--- src/rtl/pc_redirect_ctrl_pkg.sv ---
// ---------------------------------------------------------------------------
// pc_redirect_ctrl_pkg
// Shared definitions for the fetch-steering controller:
//   state_t        - controller FSM state encoding
//   src_t          - redirect source encoding produced by the arbiter
//   PC_ALIGN_MASK  - clears bits [1:0] of any redirect target
// ---------------------------------------------------------------------------
package pc_redirect_ctrl_pkg;

   typedef enum logic [1:0] {
      ST_RUN      = 2'd0,
      ST_LU_STALL = 2'd1,
      ST_MX_WAIT  = 2'd2
   } state_t;

   typedef enum logic [2:0] {
      SRC_NONE = 3'd0,
      SRC_TRAP = 3'd1,
      SRC_MRET = 3'd2,
      SRC_BR   = 3'd3,
      SRC_JAL  = 3'd4
   } src_t;

   localparam logic [31:0] PC_ALIGN_MASK = 32'hFFFF_FFFC;

endpackage

--- src/rtl/pc_redirect_ctrl_redirect_arb.sv ---
// ---------------------------------------------------------------------------
// redirect_arb
// Combinational fixed-priority select among the four redirect requesters.
// Priority: trap > mret > EX branch > ID jal.
// Ports:
//   trap_req/trap_vec     exception/interrupt request and target
//   mret_req/mepc         mret request and target
//   br_taken/br_target    resolved EX branch request and target
//   jal/jal_target        ID jal request (already qualified by caller) and target
//   valid                 some requester is active
//   src                   winning source (src_t encoding)
//   target                winning target, unaligned
// ---------------------------------------------------------------------------
module redirect_arb
   import pc_redirect_ctrl_pkg::*;
(
   input  logic        trap_req,
   input  logic [31:0] trap_vec,
   input  logic        mret_req,
   input  logic [31:0] mepc,
   input  logic        br_taken,
   input  logic [31:0] br_target,
   input  logic        jal,
   input  logic [31:0] jal_target,
   output logic        valid,
   output logic [2:0]  src,
   output logic [31:0] target
);

   always_comb begin
      valid  = 1'b1;
      src    = SRC_NONE;
      target = 32'd0;
      if (trap_req) begin
         src    = SRC_TRAP;
         target = trap_vec;
      end else if (mret_req) begin
         src    = SRC_MRET;
         target = mepc;
      end else if (br_taken) begin
         src    = SRC_BR;
         target = br_target;
      end else if (jal) begin
         src    = SRC_JAL;
         target = jal_target;
      end else begin
         valid  = 1'b0;
      end
   end

endmodule

--- src/rtl/pc_redirect_ctrl.sv ---
// ---------------------------------------------------------------------------
// pc_redirect_ctrl
// Fetch-steering controller: drives the PC redirect/stall inputs and the
// IF/ID, ID/EX stall/flush controls; sequences load-use and matrix stalls.
// Ports:
//   clk, rst (async, active low)
//   trap_req/trap_vec, mret_req/mepc, ex_br_taken/ex_br_target,
//   id_jal/id_jal_target       redirect requesters
//   id_load_use                load-use hazard in ID
//   mx_start, mx_done          matrix issue / completion
//   br_ctrl, br_addr, pc_stall PC controls (combinational)
//   if_id_stall, if_id_flush, id_ex_flush   pipeline register controls
//   mx_kill                    abort pulse to the matrix unit
//   mx_timeout                 sticky matrix timeout flag
// ---------------------------------------------------------------------------
module pc_redirect_ctrl
   import pc_redirect_ctrl_pkg::*;
#(
   parameter int LOAD_LAT   = 1,
   parameter int MX_TIMEOUT = 255
)(
   input  logic        clk,
   input  logic        rst,
   input  logic        trap_req,
   input  logic [31:0] trap_vec,
   input  logic        mret_req,
   input  logic [31:0] mepc,
   input  logic        ex_br_taken,
   input  logic [31:0] ex_br_target,
   input  logic        id_jal,
   input  logic [31:0] id_jal_target,
   input  logic        id_load_use,
   input  logic        mx_start,
   input  logic        mx_done,
   output logic        br_ctrl,
   output logic [31:0] br_addr,
   output logic        pc_stall,
   output logic        if_id_stall,
   output logic        if_id_flush,
   output logic        id_ex_flush,
   output logic        mx_kill,
   output logic        mx_timeout
);

   localparam logic [2:0] LU_INIT = 3'(LOAD_LAT - 1);
   localparam logic [7:0] TO_MAX  = 8'(MX_TIMEOUT);

   state_t      state;
   logic [2:0]  cnt;
   logic [7:0]  tcnt;
   logic [7:0]  tcnt_inc;
   logic        kill_pulse;
   logic        timeout_flag;

   logic        redir_valid;
   logic [2:0]  redir_src;
   logic [31:0] redir_target;
   logic        hard_redir;
   logic        stall_now;

   // The ID instruction is frozen outside RUN, so its jal must not redirect.
   redirect_arb u_arb (
      .trap_req   (trap_req),
      .trap_vec   (trap_vec),
      .mret_req   (mret_req),
      .mepc       (mepc),
      .br_taken   (ex_br_taken),
      .br_target  (ex_br_target),
      .jal        (id_jal && (state == ST_RUN)),
      .jal_target (id_jal_target),
      .valid      (redir_valid),
      .src        (redir_src),
      .target     (redir_target)
   );

   // Trap, mret and EX branch flush both stages; jal only the fetched slot.
   assign hard_redir = redir_valid && (redir_src != SRC_JAL);

   // Saturating increment so tcnt never wraps past the timeout value.
   assign tcnt_inc = (tcnt == TO_MAX) ? tcnt : tcnt + 8'd1;

   always_comb begin
      stall_now = 1'b0;
      case (state)
         ST_RUN:      stall_now = id_load_use && !mx_start;
         ST_LU_STALL: stall_now = 1'b1;
         ST_MX_WAIT:  stall_now = 1'b1;
         default:     stall_now = 1'b0;
      endcase
   end

   // Combinational outputs are gated by rst so that they drop immediately
   // when reset asserts, independent of the requesters.
   assign br_ctrl     = rst && redir_valid;
   assign br_addr     = rst ? (redir_target & PC_ALIGN_MASK) : 32'd0;
   assign pc_stall    = rst && !redir_valid && stall_now;
   assign if_id_stall = rst && !redir_valid && stall_now;
   assign if_id_flush = rst && redir_valid;
   assign id_ex_flush = rst && (hard_redir || (!redir_valid && stall_now));
   assign mx_kill     = rst && (kill_pulse || (hard_redir && (state == ST_MX_WAIT)));
   assign mx_timeout  = rst && timeout_flag;

   always_ff @(posedge clk or negedge rst) begin
      if (!rst) begin
         state        <= ST_RUN;
         cnt          <= 3'd0;
         tcnt         <= 8'd0;
         kill_pulse   <= 1'b0;
         timeout_flag <= 1'b0;
      end else begin
         kill_pulse <= 1'b0;
         if (redir_valid) begin
            state <= ST_RUN;
            cnt   <= 3'd0;
            tcnt  <= 8'd0;
         end else begin
            case (state)
               ST_RUN: begin
                  if (mx_start) begin
                     state <= ST_MX_WAIT;
                     tcnt  <= 8'd0;
                  end else if (id_load_use && (LOAD_LAT > 1)) begin
                     state <= ST_LU_STALL;
                     cnt   <= LU_INIT;
                  end
               end
               ST_LU_STALL: begin
                  if (cnt <= 3'd1) begin
                     state <= ST_RUN;
                     cnt   <= 3'd0;
                  end else begin
                     cnt <= cnt - 3'd1;
                  end
               end
               ST_MX_WAIT: begin
                  if (mx_done) begin
                     state <= ST_RUN;
                     tcnt  <= 8'd0;
                  end else if (tcnt_inc == TO_MAX) begin
                     // Kill is registered, so it shows in the first RUN cycle.
                     state        <= ST_RUN;
                     tcnt         <= 8'd0;
                     kill_pulse   <= 1'b1;
                     timeout_flag <= 1'b1;
                  end else begin
                     tcnt <= tcnt_inc;
                  end
               end
               default: begin
                  state <= ST_RUN;
                  cnt   <= 3'd0;
                  tcnt  <= 8'd0;
               end
            endcase
         end
      end
   end

endmodule

--- config.mk ---
export PLATFORM = sky130hd
export DESIGN_NAME = pc_redirect_ctrl
export DESIGN_NICKNAME = d
export VERILOG_FILES = /design/src/rtl/pc_redirect_ctrl_pkg.sv /design/src/rtl/pc_redirect_ctrl_redirect_arb.sv /design/src/rtl/pc_redirect_ctrl.sv
export SDC_FILE = /design/constraint.sdc
export NUM_CORES = 1
export LEC_CHECK = 0
export ABC_CLOCK_PERIOD_IN_PS = 2000
export CORE_AREA = 2 2 83 85
export CTS_CLUSTER_DIAMETER = 150
export DETAILED_ROUTE_END_ITERATION = 8
export DIE_AREA = 0 0 85 87
export PLACE_DENSITY = 0.75
export SLEW_MARGIN = 20
export SYNTH_ARGS = -nofsm -noshare
export SYNTH_HDL_FRONTEND = slang
export SYNTH_SLANG_ARGS = --single-unit
--- constraint.sdc ---
create_clock -name clk -period 2 [get_ports clk]
set_clock_uncertainty 0.15 [all_clocks]
set_input_delay 0.2 -clock clk [delete_from_list [all_inputs] [get_ports clk]]
set_output_delay 0.2 -clock clk [all_outputs]
set_load 0.02 [all_outputs]
After elaboration in Yosys (flattened, before gate mapping)
Index checks and enable logic that the tools add are counted.
Operators by class
  equality and inequality tests: 10
  multipliers: 0
  bitwise operators: 2
  $add $sub $neg: 2
  $lt $le $gt $ge: 1
  mux-type cells: 33
  shift operators: 0
  div/mod/pow operators: 0
  reduce and logical (&&, ||, !) cells: 21
Operator list (number)
  two-way mux 32 bit: 5
  two-way mux 8 bit: 5
  case mux 8 bit (3 select lines): 1
  two-way mux 3 bit: 6
  == test 8 bit (second input constant): 2
  logical AND 1 bit: 11
  two-way mux 2 bit: 5
  != test 3 bit (second input constant): 3
  adder 8 x 1 -> 8 bit (second input constant): 1
  two-way mux 1 bit: 8
  case mux 2 bit (3 select lines): 1
  case mux 3 bit (2 select lines): 1
  != test 4 x 3 -> 1 bit (second input constant): 1
  AND reduction 4 bit: 1
  OR reduction 2 bit: 2
  less-or-equal comparator 3 x 1 -> 1 bit (second input constant): 1
  AND reduction 3 bit: 1
  subtractor 3 x 1 -> 3 bit (second input constant): 1
  == test 2 x 1 -> 1 bit (second input constant): 1
  == test 2 bit (second input constant): 1
  logical NOT 1 bit: 2
  logical NOT 2 bit: 1
  logical OR 1 bit: 2
  != test 2 x 1 -> 1 bit (second input constant): 1
  4 further kinds: 5
Storage, ports and cells
  logic and storage cells: 74
  bits in latches: 0
  output and inout port bits: 39
  memory bits (writable): 0
  register bits: 15
  memories: 0
  bits in read-only memories: 0
  input port bits: 137

Logic depth before layout (Yosys ltp)
Gate-level depths: netlist (run 1).
  word-level depth: 11
  mapped depth: 8
  gate-level depth less buffers: 7

By module
From an unflattened synthesis (run 1), not the netlist that was laid out.
Second synthesis, totals
  cells, all modules: 282
  area total of the unflattened synthesis: 1961.9 µm²
Modules (own cells, without submodules)
  pc_redirect_ctrl: cells each 130, seq. area each 275.3 µm², area an instance 1043.5 µm², instances 1
  redirect_arb: cells each 152, seq. area each 0.0 µm², area an instance 918.4 µm², instances 1

Worst setup path before layout (run 1)
No wires, ideal clock.
  path kind: reg2reg
  start: register tcnt[0]
  end: register tcnt[6]
  arrival time: 1.866 ns
  slack: -0.137 ns
  setup time: 0.121 ns
  clock period less this slack: 2.137 ns
  data required time: 1.729 ns
  buffers on the path: 1
  cell stages (with the launch flop): 9
  cells stage by stage: dfrtp_1 -> ha_1 -> nand4_1 -> o32a_1 -> nor4b_4 -> o311ai_2 -> buf_6 -> a31oi_1 -> nor2_1
On the way
  word-level cells in the longest chain between the ends: 7
  elaborated cells between the ends (all ways): 8
  those cells by class: 1 x add/sub; 2 x eq/ne; 5 x mux
RTL lines
  start, declared: line pc_redirect_ctrl.sv:50  | logic [7:0] tcnt;
  start signal, assigned: line pc_redirect_ctrl.sv:146  | tcnt <= tcnt_inc;
  adder 8 x 1 -> 8 bit / == test 8 bit (equally long branches): line pc_redirect_ctrl.sv:80  | assign tcnt_inc = (tcnt == TO_MAX) ? tcnt : tcnt + 8'd1;
  two-way mux 8 bit (*): line pc_redirect_ctrl.sv:80
  == test 8 bit: line pc_redirect_ctrl.sv:139  | end else if (tcnt_inc == TO_MAX) begin
  two-way mux 8 bit (*): line pc_redirect_ctrl.sv:139
  two-way mux 8 bit (*): line pc_redirect_ctrl.sv:136  | if (mx_done) begin
  case mux 8 bit (3 select lines) (*): line pc_redirect_ctrl.sv:117  | case (state)
  two-way mux 8 bit (*): line pc_redirect_ctrl.sv:112  | if (redir_valid) begin
Every way passes the cells marked *; elsewhere a longest branch is shown, timed or not.
A chain may end at the register's enable or synchronous reset.

Worst setup path in the final report (run 1)
  start: register tcnt[0]
  end: register tcnt[3]
The elaborated chain is that of the path after synthesis.

==> run metrics, run 1 <==
layout cells sized above 1=33.7%; Setup-failing EPs final=10; Reg area=277 µm²; Yosys cell types=37; CP Capture Type=flip-flop; mean post-synth cell area=7.24 µm²; failing checks=setup timing; GR Util All Layers=22.7%; Post-synth ARST share=100%; CP Data Arrival Time=2160 ps; Routed Antenna Nets=0; Hold WC Path Type=flip-flop to flip-flop; Via Count=2,712; Crit path required time=1980 ps; Multi-input gate area=0.00145 mm²; reg2reg setup slack=-180 ps; Die Span Y=87 µm; core area=0.00657 mm²; P&R area growth vs syn=150%; Crit Path Max Fanout=7; Initial Util=24.0%; Mapped Area=0.00158 mm²; grt ovf=0; H-tree depth=1; largest net degree at the start of global routing=30; WL per Instance=19.2 µm; first-pass GRT wire length=13,600 µm; ranking of synthesized cells by instance count=nor2_1, a221oi_1, o221ai_1, clkbuf_1; top cell type's share of synthesized area=17.4%; DRT Wirelength=9580 µm; Fill cells=574; CTS clk-pin slew, worst paths=50 ps; Detail Placement HPWL=6800 µm; first-pass iteration count of the detailed router=4; DRC viols=0; fin worst setup slack=-178 ps; met1 Resource Use GR=27.5%; ranking of synthesized cells by area=dfrtp_1, a221oi_1, o221ai_1, nor2_1, clkbuf_1; minimum clock period=2180 ps; final hold vios=0; CTS Buffer Depth=2; CTS buffer count=3; Fin Hold WS=342 ps; Synth Flop Type=dfrtp_1; Final period util=109%; Post-synth EDFFs=0; GPL Wtd Cong=0.853; Die W=85 µm; vias in the first global route=2,621; CTS tree=built; grt peak-use layer=met2; Net count, final=558; die area=0.00740 mm²; flops & latches, synth=11; max-slew violation count=0; n_diodes=0; Startpoint Class=flip-flop; number of I/O pins=176; routing usage on met3=2.65%; slew margin rel.=65.1%; total power=1.13 mW; part of the Yosys area used for sequential elements=17.4%; antenna violations before repair=0; Ys Warns=0; RSZ-0062 raised after global routing=true; vias per inst=5.43; Skew-Pair Late Insertion Delay=250 ps; count leader, synth=nor2_1; outcome=complete, but fails checks; GR Util met2=42.4%; cell at the root of the clock tree=clkbuf_8; Cell Pwr Density=287 mW/mm²; num rows=30; I/O Buffers=165; Fmax=459 MHz; Setup Crit Path Kind=flip-flop to flip-flop; Mapped Cells=218; VDD IR-drop max=0.176 mV; P_leak=1.58 nW; Worst Max-Slew Pin Slew=523 ps; leading area contributor after synthesis=dfrtp_1; clk sinks=11; max-cap viol count=0; Iter 0 DRT Violations=113
logic make-up (layout without fill, tap and decap cells):
kind of cell / count (synthesis) / in the layout / share of synthesized area [%]
compound gates: 92 / 92 / 46.9
fa+ha+maj: 1 / 1 / 0.793
buf+inv: 33 / 233 / 9.68
flops: 11 / 11 / 17.4
mux: 1 / 1 / 0.634
other cells: 1 / 2 / 0.238
simple gates: 79 / 79 / 24.3
repair_timing:
action                     4_1_cts  5_1_grt
hold buffers                     2        0
buffers inserted                 7        4
gates cloned                     1        3
hold endpoints to repair        11        0
setup endpoints to repair       47       39
gates resized for setup        156       44
pin swaps                        3        6
metrics by stage:
step / util, % / instance area (µm²) / setup slack, ps / setup TNS (ps) / instances
after detailed placement: 54.3 / 3560 / -485 / -14870 / 478
after floorplan: - / 1610 / -62.2 / -270 / 219
after global routing: 60.1 / 3950 / -267 / -2300 / 499
after global placement: 54.3 / 3560 / -480 / -14010 / 478
final: 60.1 / 3950 / -178 / -1330 / 499
after CTS: 57.0 / 3740 / -178 / -1310 / 492
layout by cell type, fill, tap and decap left out, types with 6 or more instances in the layout:
cell             Yosys  routed
buf_4                5      51
nand2_1             10       7
a31oi_1             11      10
nor2_1              43      40
a21oi_1             10       6
dfrtp_1             11      10
clkdlybuf4s50_1      0     126
buf_2                2      27
o221ai_1            30      30
a221oi_1            30       6
a221oi_2             0      22
layer usage:
metal,wire length [µm],up-vias
li1,-,1290
met1,3850,1291
met2,4980,116
met3,559,15
met4,189,0
met5,0,-
path summary, 6_finish.rpt:
check,from,endpoint,cells past startpoint
worst max-delay path,tcnt[0],tcnt[3],8
worst min register to register,timeout_flag,timeout_flag,1
worst max register to register,tcnt[0],tcnt[3],8
worst min-delay path,timeout_flag,timeout_flag,1
min in group asynchronous,rst,tcnt[5],3
max in group asynchronous,rst,tcnt[0],3
flip-flops by register name (all words and copies together) (netlist names):
register / cells
timeout_flag: 1
kill_pulse: 1
state: 1
tcnt: 8
cell type report:
class / count / share of cell area (%)
multi-input cells: 175 / 36.7
flip-flops and latches: 11 / 7.01
well taps: 80 / 2.54
clock buffers: 4 / 1.14
inverters: 4 / 0.381
repair buffers: 225 / 52.2
worst max-delay path, cell delays in order, from the launching register on:
cell	delay, ps
dfrtp_2	430
ha_4	270
nand2b_1	60
o32a_1	200
nor4b_4	300
o311ai_4	240
buf_6	190
a31oi_1	160
nor2_1	60
report_power, final:
part	total, mW	switching (mW)	internal, mW
Combinational	0.676	0.294	0.382
Clock	0.234	0.0933	0.141
Sequential	0.224	0.000280	0.223
Total	1.13	0.387	0.746
Note: power is estimated with default switching activity, not from simulation.
==> inputs of run 2 (changes only) <==
--- a/config.mk
+++ b/config.mk
@@ -6,11 +6,13 @@
 export NUM_CORES = 1
 export LEC_CHECK = 0
 export ABC_CLOCK_PERIOD_IN_PS = 2000
-export CORE_AREA = 2 2 83 85
+export CELL_PAD_IN_SITES_DETAIL_PLACEMENT = 1
+export CELL_PAD_IN_SITES_GLOBAL_PLACEMENT = 1
+export CORE_AREA = 2 2 103 105
 export CTS_CLUSTER_DIAMETER = 150
 export DETAILED_ROUTE_END_ITERATION = 8
-export DIE_AREA = 0 0 85 87
-export PLACE_DENSITY = 0.75
+export DIE_AREA = 0 0 105 107
+export PLACE_DENSITY = 0.78
 export SLEW_MARGIN = 20
 export SYNTH_ARGS = -nofsm -noshare
 export SYNTH_HDL_FRONTEND = slang
==> run 2 against run 1 <==
Compared with the run above: the flow still finishes with violations (setup timing); critical path type unchanged; cell count is 11% higher; sequential share of layout area is 0.24 points lower; first-iteration DRC count is 9.7% higher; power is 1.4% higher; combinational power is 2% higher; critical path depth stayed put; sequential cell count stayed put; maximum frequency is 3.2% lower.
==> run metrics, run 2 (synthesis gave the netlist of run 1 again) <==
outcome=complete, but fails checks; failing checks=setup timing; I/O Buffers=165 (unchanged); vias per inst=5.05 (-7.1%); CP Data Arrival Time=2230 ps (+70 ps); final hold vios=0 (unchanged); max reg flops=8 (unchanged); DRT Wirelength=11,000 µm (+15%); first-pass iteration count of the detailed router=4 (unchanged); Worst Max-Slew Pin Slew=630 ps (+107 ps); DRC viols=0 (unchanged); # hold bufs at CTS=0 (-2); Skew-Pair Late Insertion Delay=250 ps (about the same); die area=0.0112 mm² (+52%); max-cap viol count=0 (unchanged); P&R area growth vs syn=160%; vias in the first global route=2,938 (+12%); layout cells sized above 1=35.1% (+1.4 points); Die Span Y=107 µm (+23%); WL per Instance=19.9 µm (+3.4%); Post-Place Cells=542 (+13%); Fmax=444 MHz (-3.2%); CP Capture Type=flip-flop; CTS buffer count=3 (unchanged); Setup-failing EPs final=11 (+1); cell at the root of the clock tree=clkbuf_8; Iter 0 DRT Violations=124 (+9.7%); Hold WC Path Type=input pin to flip-flop; RSZ-0062 raised after global routing=true; Crit path required time=1980 ps (about the same); Final period util=112% (+3.6 points); Detail Placement HPWL=8330 µm (+23%); clk sinks=11 (unchanged); Cell Pwr Density=280 mW/mm² (-2.5%); CTS Buffer Depth=2 (unchanged); grt ovf=0 (unchanged); max-slew violation count=0 (unchanged); fin worst setup slack=-250 ps (-71.8 ps); antenna violations before repair=1 (+1); first-pass GRT wire length=15,900 µm (+17%); final instance area=0.00410 mm² (+4.0%); VDD IR-drop max=0.157 mV (-11%); minimum clock period=2250 ps (+71.8 ps); core area=0.0101 mm² (+54%); Routed Antenna Nets=0 (unchanged); DP Area=0.00376 mm² (+5.5%); Startpoint Class=flip-flop; slew margin rel.=57.9% (-7.2 points); Setup Crit Path Kind=flip-flop to flip-flop; num rows=37 (+23%); Net count, final=555 (-0.54%); most frequent cells in the layout=clkdlybuf4s50_1, buf_4, nor2_1; H-tree depth=1 (unchanged); Initial Util=15.6% (-8.4 points); final cell count without fillers=553 (+11%); GPL Wtd Cong=0.871 (+2.1%); Via Count=2,791 (+2.9%); Die W=105 µm (+24%); P_leak=1.61 nW (+1.7%); Biggest register=tcnt; CTS tree=built; largest net degree at the start of global routing=31 (+3.3%); number of I/O pins=176 (unchanged); GR Util All Layers=17.6% (-5.1 points); CTS clk-pin slew, worst paths=50 ps (about the same); Crit Path Max Fanout=6 (-1); commonest non-fill, non-tap cell in the layout=clkdlybuf4s50_1
-- run 2: cell types whose count changed in the layout (fill, tap and decap cells not counted), moves of 2 or more --
cell | before | now
dlygate4sd2_1 | 5 | 3
dlygate4sd3_1 | 2 | 0
buf_12 | 3 | 8
a31oi_4 | 0 | 2
a221oi_1 | 6 | 9
dlymetal6s2s_1 | 0 | 2
a221oi_2 | 22 | 19
a31oi_1 | 10 | 8
buf_8 | 2 | 0
buf_4 | 51 | 48
-- run 2: report_power, final --
part           internal (mW)  switching [mW]  total (mW)
logic                  0.391           0.300       0.691
registers              0.223        0.000248       0.223
clock network          0.141          0.0943       0.235
-- run 2: area by class of cell --
cell class                      count  area (µm²)
Tap cell                          136         170
Timing Repair Buffer              222        2090
Multi-Input combinational cell    175        1500
Clock buffer                        4        45.0
Fill cell                        1206        5990
Inverter                            4        15.0
Antenna cell                        1        2.50
Sequential cell                    11         278
-- run 2: layer usage --
| metal | routed length, µm | part of all wire (%) | vias up | global-route usage, % |
|---|---|---|---|---|
| met4 | 236 | 2.1 | 0 | 6.48 |
| met5 | 0 | 0 | - | 0 |
| met3 | 678 | 6.2 | 19 | 3.53 |
| li1 | - | - | 1287 | - |
| met2 | 5750 | 52 | 127 | 32.0 |
| met1 | 4310 | 39 | 1358 | 20.3 |
-- run 2: worst max-delay path, stage by stage (launching register included) --
cell	delay [ps]
dfrtp_2	430
ha_4	290
nand2b_1	70
o32a_1	220
nor4b_4	320
o311ai_4	230
buf_6	190
a31oi_1	170
nor2_1	60
-- run 2: metrics by stage --
step	hold WS [ps]	setup WS, ps	power [mW]	util, %	TNS [ps]
6_report	260	-250	1.15	40.7	-1930
5_1_grt	263	-341	1.21	40.7	-2860
3_3_place_gp	299	-517	0.877	37.3	-14730
4_1_cts	306	-198	1.11	37.9	-1500
3_5_place_dp	305	-568	0.890	37.3	-16710
2_1_floorplan	-246	-62.2	0.436	-	-270
-- run 2: final timing paths --
check | endpoint | depth (start not counted) | slack, ps | from
worst max-delay path | tcnt[2] | 8 | -250 | tcnt[0]
worst min-delay path | state[1] | 3 | 260 | id_jal
worst max register to register | tcnt[2] | 8 | -250 | tcnt[0]
worst min register to register | timeout_flag | 1 | 320 | timeout_flag
max in group asynchronous | tcnt[3] | 3 | 1250 | rst
min in group asynchronous | state[1] | 3 | 310 | rst
-- run 2: repair_timing --
item	CTS	global route
cloned	0	2
pin swaps	3	8
setup buffers	0	4
hold endpoints to repair	0	0
setup endpoints to repair	48	37
gates resized for setup	165	41
